## config.mk

```make
export PLATFORM = sky130hd
export DESIGN_NAME = multicycle_controller
export DESIGN_NICKNAME = d
export VERILOG_FILES = /design/src/rtl/mc_pkg.sv /design/src/rtl/mc_perf_counters.sv /design/src/rtl/multicycle_controller.sv
export SDC_FILE = /design/constraint.sdc
export NUM_CORES = 1
export LEC_CHECK = 0
export CAP_MARGIN = 5
export CELL_PAD_IN_SITES_DETAIL_PLACEMENT = 1
export CELL_PAD_IN_SITES_GLOBAL_PLACEMENT = 1
export CORE_MARGIN = 10
export CORE_UTILIZATION = 35
export CTS_BUF_LIST = sky130_fd_sc_hd__clkbuf_8
export DETAILED_ROUTE_END_ITERATION = 8
export PLACE_DENSITY_LB_ADDON = 0.1
export SLEW_MARGIN = 20
export SYNTH_ARGS = -nofsm -noshare
export SYNTH_HDL_FRONTEND = slang
export SYNTH_SLANG_ARGS = --single-unit
```

## constraint.sdc

```tcl
create_clock -name clk -period 4 [get_ports clk]
set_clock_uncertainty 0.2 [all_clocks]
set_input_delay 0.4 -clock clk [delete_from_list [all_inputs] [get_ports clk]]
set_output_delay 0.4 -clock clk [all_outputs]
set_load 0.01 [all_outputs]
```

## src/rtl/mc_pkg.sv

```systemverilog
// Shared definitions for the multi-cycle controller: opcodes, FSM states and
// control-field encodings.
package mc_pkg;

  localparam int OP_SIZE = 6;
  typedef logic [OP_SIZE-1:0] op_t;

  localparam op_t OP_ADD   = 6'h00;
  localparam op_t OP_SUB   = 6'h01;
  localparam op_t OP_AND   = 6'h02;
  localparam op_t OP_OR    = 6'h03;
  localparam op_t OP_ADDI  = 6'h08;
  localparam op_t OP_LOAD  = 6'h10;
  localparam op_t OP_STORE = 6'h11;
  localparam op_t OP_BEQ   = 6'h18;
  localparam op_t OP_LOADI = 6'h20;
  localparam op_t OP_JUMP  = 6'h28;
  localparam op_t OP_NOP   = 6'h3E;
  localparam op_t OP_HALT  = 6'h3F;

  typedef enum logic [2:0] {
    ST_IDLE      = 3'd0,
    ST_FETCH     = 3'd1,
    ST_DECODE    = 3'd2,
    ST_EXECUTE   = 3'd3,
    ST_MEMORY    = 3'd4,
    ST_WRITEBACK = 3'd5,
    ST_HALT      = 3'd6
  } state_t;

  localparam logic [2:0] ALU_ADD = 3'd0;
  localparam logic [2:0] ALU_SUB = 3'd1;
  localparam logic [2:0] ALU_AND = 3'd2;
  localparam logic [2:0] ALU_OR  = 3'd3;

  localparam logic [1:0] PC_INC    = 2'd0;
  localparam logic [1:0] PC_BRANCH = 2'd1;
  localparam logic [1:0] PC_JUMP   = 2'd2;

  localparam logic [1:0] WB_ALU = 2'd0;
  localparam logic [1:0] WB_MEM = 2'd1;
  localparam logic [1:0] WB_IMM = 2'd2;

  function automatic logic op_is_legal(input op_t op);
    case (op)
      OP_ADD, OP_SUB, OP_AND, OP_OR, OP_ADDI, OP_LOAD, OP_STORE,
      OP_BEQ, OP_LOADI, OP_JUMP, OP_NOP, OP_HALT: op_is_legal = 1'b1;
      default:                                   op_is_legal = 1'b0;
    endcase
  endfunction

  // Returns {aluSrcImm, aluOp[2:0]} for the instruction class
  function automatic logic [3:0] alu_ctrl(input op_t op);
    case (op)
      OP_SUB:                     alu_ctrl = {1'b0, ALU_SUB};
      OP_AND:                     alu_ctrl = {1'b0, ALU_AND};
      OP_OR:                      alu_ctrl = {1'b0, ALU_OR};
      OP_ADDI, OP_LOAD, OP_STORE: alu_ctrl = {1'b1, ALU_ADD};
      OP_BEQ:                     alu_ctrl = {1'b0, ALU_SUB};
      default:                    alu_ctrl = {1'b0, ALU_ADD};
    endcase
  endfunction

endpackage

```

## src/rtl/mc_perf_counters.sv

```systemverilog
// Wrapping cycle and retired-instruction counters for the multi-cycle
// controller; only instantiated when MC_PERF_COUNT_EN is defined.
module mc_perf_counters #(
  parameter int COUNT_WIDTH = 32
) (
  input  logic                   clk,
  input  logic                   rst,
  input  logic                   i_active,
  input  logic                   i_retire,
  output logic [COUNT_WIDTH-1:0] o_cycle_count,
  output logic [COUNT_WIDTH-1:0] o_retired_count
);

  // Counters wrap naturally at 2^COUNT_WIDTH
  always_ff @(posedge clk) begin
    if (rst) begin
      o_cycle_count   <= '0;
      o_retired_count <= '0;
    end else begin
      if (i_active) begin
        o_cycle_count <= o_cycle_count + {{(COUNT_WIDTH-1){1'b0}}, 1'b1};
      end
      if (i_retire) begin
        o_retired_count <= o_retired_count + {{(COUNT_WIDTH-1){1'b0}}, 1'b1};
      end
    end
  end

endmodule

```

## src/rtl/multicycle_controller.sv

```systemverilog
// Multi-cycle control FSM for the 20-bit-instruction datapath.
// Optional MC_PERF_COUNT_EN adds cycleCount/retiredCount performance counters.
module multicycle_controller #(
  parameter int OP_SIZE = mc_pkg::OP_SIZE
`ifdef MC_PERF_COUNT_EN
  , parameter int COUNT_WIDTH = 32
`endif
) (
  input  logic               clk,
  input  logic               rst,
  input  logic               run,
  input  logic [OP_SIZE-1:0] opcode,
  input  logic               aluZero,
  input  logic               imemReady,
  input  logic               dmemReady,
  output logic               imemReq,
  output logic               dmemReq,
  output logic               dmemWe,
  output logic               irWrite,
  output logic               pcWrite,
  output logic [1:0]         pcSrc,
  output logic               aluSrcImm,
  output logic [2:0]         aluOp,
  output logic               regWrite,
  output logic [1:0]         wbSrc,
  output logic               retire,
  output logic               illegalOp,
  output logic               halted
`ifdef MC_PERF_COUNT_EN
  , output logic [COUNT_WIDTH-1:0] cycleCount,
  output logic [COUNT_WIDTH-1:0] retiredCount
`endif
);

  import mc_pkg::*;

  state_t             r_state;
  logic [OP_SIZE-1:0] r_op;
  logic [3:0]         w_alu;

  // State sequencing; the opcode is captured in DECODE and used from then on
  always_ff @(posedge clk) begin
    if (rst) begin
      r_state <= ST_IDLE;
      r_op    <= '0;
    end else begin
      case (r_state)
        ST_IDLE: begin
          if (run) r_state <= ST_FETCH;
        end
        ST_FETCH: begin
          if (imemReady) r_state <= ST_DECODE;
        end
        ST_DECODE: begin
          r_op <= opcode;
          case (opcode)
            OP_JUMP, OP_NOP: r_state <= ST_FETCH;
            OP_HALT:         r_state <= ST_HALT;
            OP_LOADI:        r_state <= ST_WRITEBACK;
            default:         r_state <= op_is_legal(opcode) ? ST_EXECUTE : ST_FETCH;
          endcase
        end
        ST_EXECUTE: begin
          case (r_op)
            OP_LOAD, OP_STORE: r_state <= ST_MEMORY;
            OP_BEQ:            r_state <= ST_FETCH;
            default:           r_state <= ST_WRITEBACK;
          endcase
        end
        ST_MEMORY: begin
          if (dmemReady) r_state <= (r_op == OP_LOAD) ? ST_WRITEBACK : ST_FETCH;
        end
        ST_WRITEBACK: r_state <= ST_FETCH;
        ST_HALT:      r_state <= ST_HALT;
        default:      r_state <= ST_IDLE;
      endcase
    end
  end

  assign w_alu = alu_ctrl(r_op);

  // Strobes decoded from state; ready inputs qualify completion-cycle strobes
  always_comb begin
    imemReq   = 1'b0;
    dmemReq   = 1'b0;
    dmemWe    = 1'b0;
    irWrite   = 1'b0;
    pcWrite   = 1'b0;
    pcSrc     = PC_INC;
    aluSrcImm = 1'b0;
    aluOp     = ALU_ADD;
    regWrite  = 1'b0;
    wbSrc     = WB_ALU;
    retire    = 1'b0;
    illegalOp = 1'b0;
    halted    = 1'b0;
    case (r_state)
      ST_FETCH: begin
        imemReq = 1'b1;
        irWrite = imemReady;
        pcWrite = imemReady;
      end
      ST_DECODE: begin
        case (opcode)
          OP_JUMP: begin
            pcWrite = 1'b1;
            pcSrc   = PC_JUMP;
            retire  = 1'b1;
          end
          OP_NOP, OP_HALT: retire = 1'b1;
          default: begin
            if (op_is_legal(opcode)) illegalOp = 1'b0;
            else                     illegalOp = 1'b1;
          end
        endcase
      end
      ST_EXECUTE: begin
        {aluSrcImm, aluOp} = w_alu;
        if (r_op == OP_BEQ) begin
          pcWrite = aluZero;
          pcSrc   = PC_BRANCH;
          retire  = 1'b1;
        end else begin
          pcWrite = 1'b0;
        end
      end
      ST_MEMORY: begin
        {aluSrcImm, aluOp} = w_alu;
        dmemReq = 1'b1;
        dmemWe  = (r_op == OP_STORE);
        retire  = dmemReady && (r_op == OP_STORE);
      end
      ST_WRITEBACK: begin
        {aluSrcImm, aluOp} = w_alu;
        regWrite = 1'b1;
        retire   = 1'b1;
        case (r_op)
          OP_LOAD:  wbSrc = WB_MEM;
          OP_LOADI: wbSrc = WB_IMM;
          default:  wbSrc = WB_ALU;
        endcase
      end
      ST_HALT: halted = 1'b1;
      default: halted = 1'b0;
    endcase
  end

`ifdef MC_PERF_COUNT_EN
  logic w_active;
  assign w_active = (r_state != ST_IDLE) && (r_state != ST_HALT);

  mc_perf_counters #(.COUNT_WIDTH(COUNT_WIDTH)) u_perf (
    .clk             (clk),
    .rst             (rst),
    .i_active        (w_active),
    .i_retire        (retire),
    .o_cycle_count   (cycleCount),
    .o_retired_count (retiredCount)
  );
`endif

endmodule

```

==> impl_summary.txt <==
----------------------------------------------------
[Die]
  Starting density of the core ... 36.8%
  Core area ... 0.00221 mm²
  Full die area ... 0.00465 mm²
  Site row count ... 17
  Horizontal extent of the die ... 68.2 µm
  DIE HEIGHT ... 68.2 µm
  Number of I/O pins ... 29

[Placed design]
  Count of port buffers added during placement ... 27
  Routability cong. ... 0.754
  Worst setup timing slack at the placement stage ... 1140 ps
  Detailed placer's ending HPWL ... 1.93 mm

[Drt]
  Number of design rule violations left after detail routing ... 0
  First-pass iteration count of the detailed router ... 2
  Number of vias per cell ... 5.44
  DR WL/cell ... 16.5 µm
  Number of vias in the routed layout ... 827
  Starting DRC count in detailed routing ... 19
  WL final ... 2.50 mm
  Remaining antenna violation count ... 0

[Clocking]
  Clock-pin slew on the worst setup and hold paths ... 50 ps
  Post-CTS setup repair buffer count ... 0
  Clock Sink Count ... 9
  Post-cts hold buffer count ... 0
  Number of levels the H-tree was split into ... 1
  TritonCTS clock tree ... yes
  Inserted Clock Buffers ... 3
  Insertion delay to the later sink of the worst-skew pair ... 230 ps
  Clock buffer depth ... 2
  Cell at the root of the clock tree ... sky130_fd_sc_hd__clkbuf_8
  Post-CTS resize count ... 0

[Logic synthesis]
  Post-Synthesis Mean Instance Area ... 8.05 µm²
  Portion of the post-synthesis area used by sequential elements ... 22.2%
  Count of flip-flops with a built-in enable after synthesis ... 0
  Mapped cell area ... 813 µm²
  Yosys warning total ... 0
  Synthesized instance count ... 101
  Library cell with the largest summed area after synthesis ... sky130_fd_sc_hd__dfxtp_1
  Fraction of synthesis flops using an asynchronous set or reset pin ... 0%
  Share of the synthesized area in the top cell type ... 22.2%
  Post-Synthesis Net Count ... 113
  Post-synth top flop ... sky130_fd_sc_hd__dfxtp_1
  Count of unique library cells instantiated by Yosys ... 41
  Synthesis-stage register bit count ... 9
  Ranking of synthesized cells by area ... sky130_fd_sc_hd__dfxtp_1 (22%), sky130_fd_sc_hd__mux2i_1 (8.6%), sky130_fd_sc_hd__nor2_1 (7.4%), sky130_fd_sc_hd__nor3b_2 (4.6%), sky130_fd_sc_hd__buf_6 (4.2%)

[Pwr]
  PwrDens ... 257 mW/mm²
  Static power due to leakage ... 0.406 nW
  Total design power ... 0.283 mW
  Max IR drop VDD ... 142 µV

[Timing]
  Max frequency ... 319 MHz
  Minimum setup slack in the final design ... 864 ps
  Max-slew headroom at the worst pin ... 49.2%
  Setup TNS ... 0 ps
  Actual transition at the worst max-transition pin ... 759 ps
  Final Max Slew Viols ... 0
  Post-route minimum period ... 3140 ps
  RSZ-0062 raised after global routing ... no
  Setup Viol. Count Final ... 0
  Final hold violation count ... 0
  Period utilization ... 78.4%

[Critical path]
  Highest net fanout along the worst path ... 14
  Critical Path End Type ... primary output
  Reg2reg end ... r_op[2]
  Slack of the worst reg-to-reg path ... 1990 ps
  Critical Path End ... retire
  Reg2Reg Depth ... 3
  Required time at the worst-slack endpoint ... 3400 ps
  Source of the worst register-to-register timing path ... r_state[1]
  Arrival time at the worst endpoint ... 2540 ps
  Source of the critical timing path ... r_state[1]
  Kind of start point of the critical path ... flop
  Setup CP Type ... reg -> out

[GRT]
  Wire length of the first global-routing pass ... 3.95 mm
  Global routing usage summed across all routing layers ... 10.9%
  Overflow after GRT ... 0
  Maximum number of pins on one net before global-route repair ... 15
  Number of antenna violations at the first check in global routing ... 0
  Via count of the first global-routing pass ... 858

[Finish]
  Final cell utilization of the core ... 49.8%
  Fraction of final layout cells with drive strength greater than 1 ... 13.7%
  Area occupied by registers ... 180 µm²
  Area of the multi-input gates ... 559 µm²
  Fillers ... 281
  Fin nets ... 137
  Area Growth Syn to Fin ... 35.5%
  Antenna cells ... 0

[Min path]
  Hold/Removal Path Class ... reg -> reg

[Flow run]
  Count of max-cap constraint violations ... 0

[Outcome]
  Result of the run ... finished, final reports clean

----------------------------------------------------
## per-stage QoR
step                cells  hold slack, ps  cell area [µm²]
finish                152             376             1100
global route          152             423             1100
CTS                   152             373             1100
detailed placement    148             359             1060
global placement      148             351             1060
floorplan             101             324              813
## per-layer routing
metal | vias to the layer above | share of wire, % | global-route usage, %
li1 | 410 | - | -
met1 | 393 | 44 | 12.7
met4 | 0 | 1.1 | 4.52
met2 | 22 | 47 | 17.9
met5 | - | 0 | 0
met3 | 2 | 7.9 | 3.59
## flip-flops by register name, summed over array words and instances (netlist names)
name     cells
r_op         6
r_state      3
## worst min path at each step
stage                       start      end  slack [ps]  depth (start not counted)
final                     r_op[5]  r_op[5]         380                          2
after global routing      r_op[5]  r_op[5]         420                          2
after CTS                 r_op[5]  r_op[5]         370                          2
after detailed placement  r_op[2]  r_op[2]         360                          2
after global placement    r_op[5]  r_op[5]         350                          2
after floorplan           r_op[5]  r_op[5]         320                          2
## report_power, final
| part | total, mW | switching [mW] | leakage, nW | internal (mW) |
|---|---|---|---|---|
| logic | 0.0675 | 0.0310 | 0.308 | 0.0365 |
| registers | 0.106 | 0.0115 | 0.0731 | 0.0942 |
| clock network | 0.110 | 0.0415 | 0.0255 | 0.0684 |
| total | 0.283 | 0.0840 | 0.406 | 0.199 |
## cell usage after synthesis (all sizes together), types with 2 or more instances
cell type / instances
nor2: 18
inv: 3
a31oi: 5
and2b: 2
and2: 2
nand2b: 2
nor2b: 2
mux2i: 7
nor3b: 3
nand3: 4
dfxtp: 9
o21ai: 2
nor3: 5
a211o: 2
buf: 7
nand2: 8
## cells in the final DEF, fill, tap and decap left out, drive strengths merged, types with 2 or more instances in the layout
cell and instances:
clkdlybuf4s50 27, nor2 18, dfxtp 9, nand2 8, mux2i 7, a31oi 5, nor3 5, nand3 4
nor3b 3, inv 3, clkbuf 3, nand2b 2, and2 2, nor2b 2, a211o 2, o21ai 2
and2b 2
## logic make-up after synthesis
group	Yosys count	synth area share (%)
AND/OR/NAND/NOR	51	38.3
buffers and inverters	11	9.08
flip-flops	9	22.2
multiplexers	8	10.0
other	1	0.461
AO/OA/AOI/OAI	21	20.0
## worst max-delay path: stages (launching register included)
cell	delay (ps)
sky130_fd_sc_hd__dfxtp_1	610
sky130_fd_sc_hd__nor3b_2	720
sky130_fd_sc_hd__o2111ai_1	220
sky130_fd_sc_hd__nand2_1	120
sky130_fd_sc_hd__a211o_1	100
sky130_fd_sc_hd__clkdlybuf4s50_1	530
## layout make-up
cell class	count	area share [%]
Multi-Input combinational cell	81	50.7
Inverter	3	1.02
Tap cell	28	3.18
Timing Repair Buffer	27	24.5
Sequential cell	9	16.3
Clock inverter	1	0.454
Clock buffer	3	3.75
No activity file was read; power rests on OpenSTA's default activity.
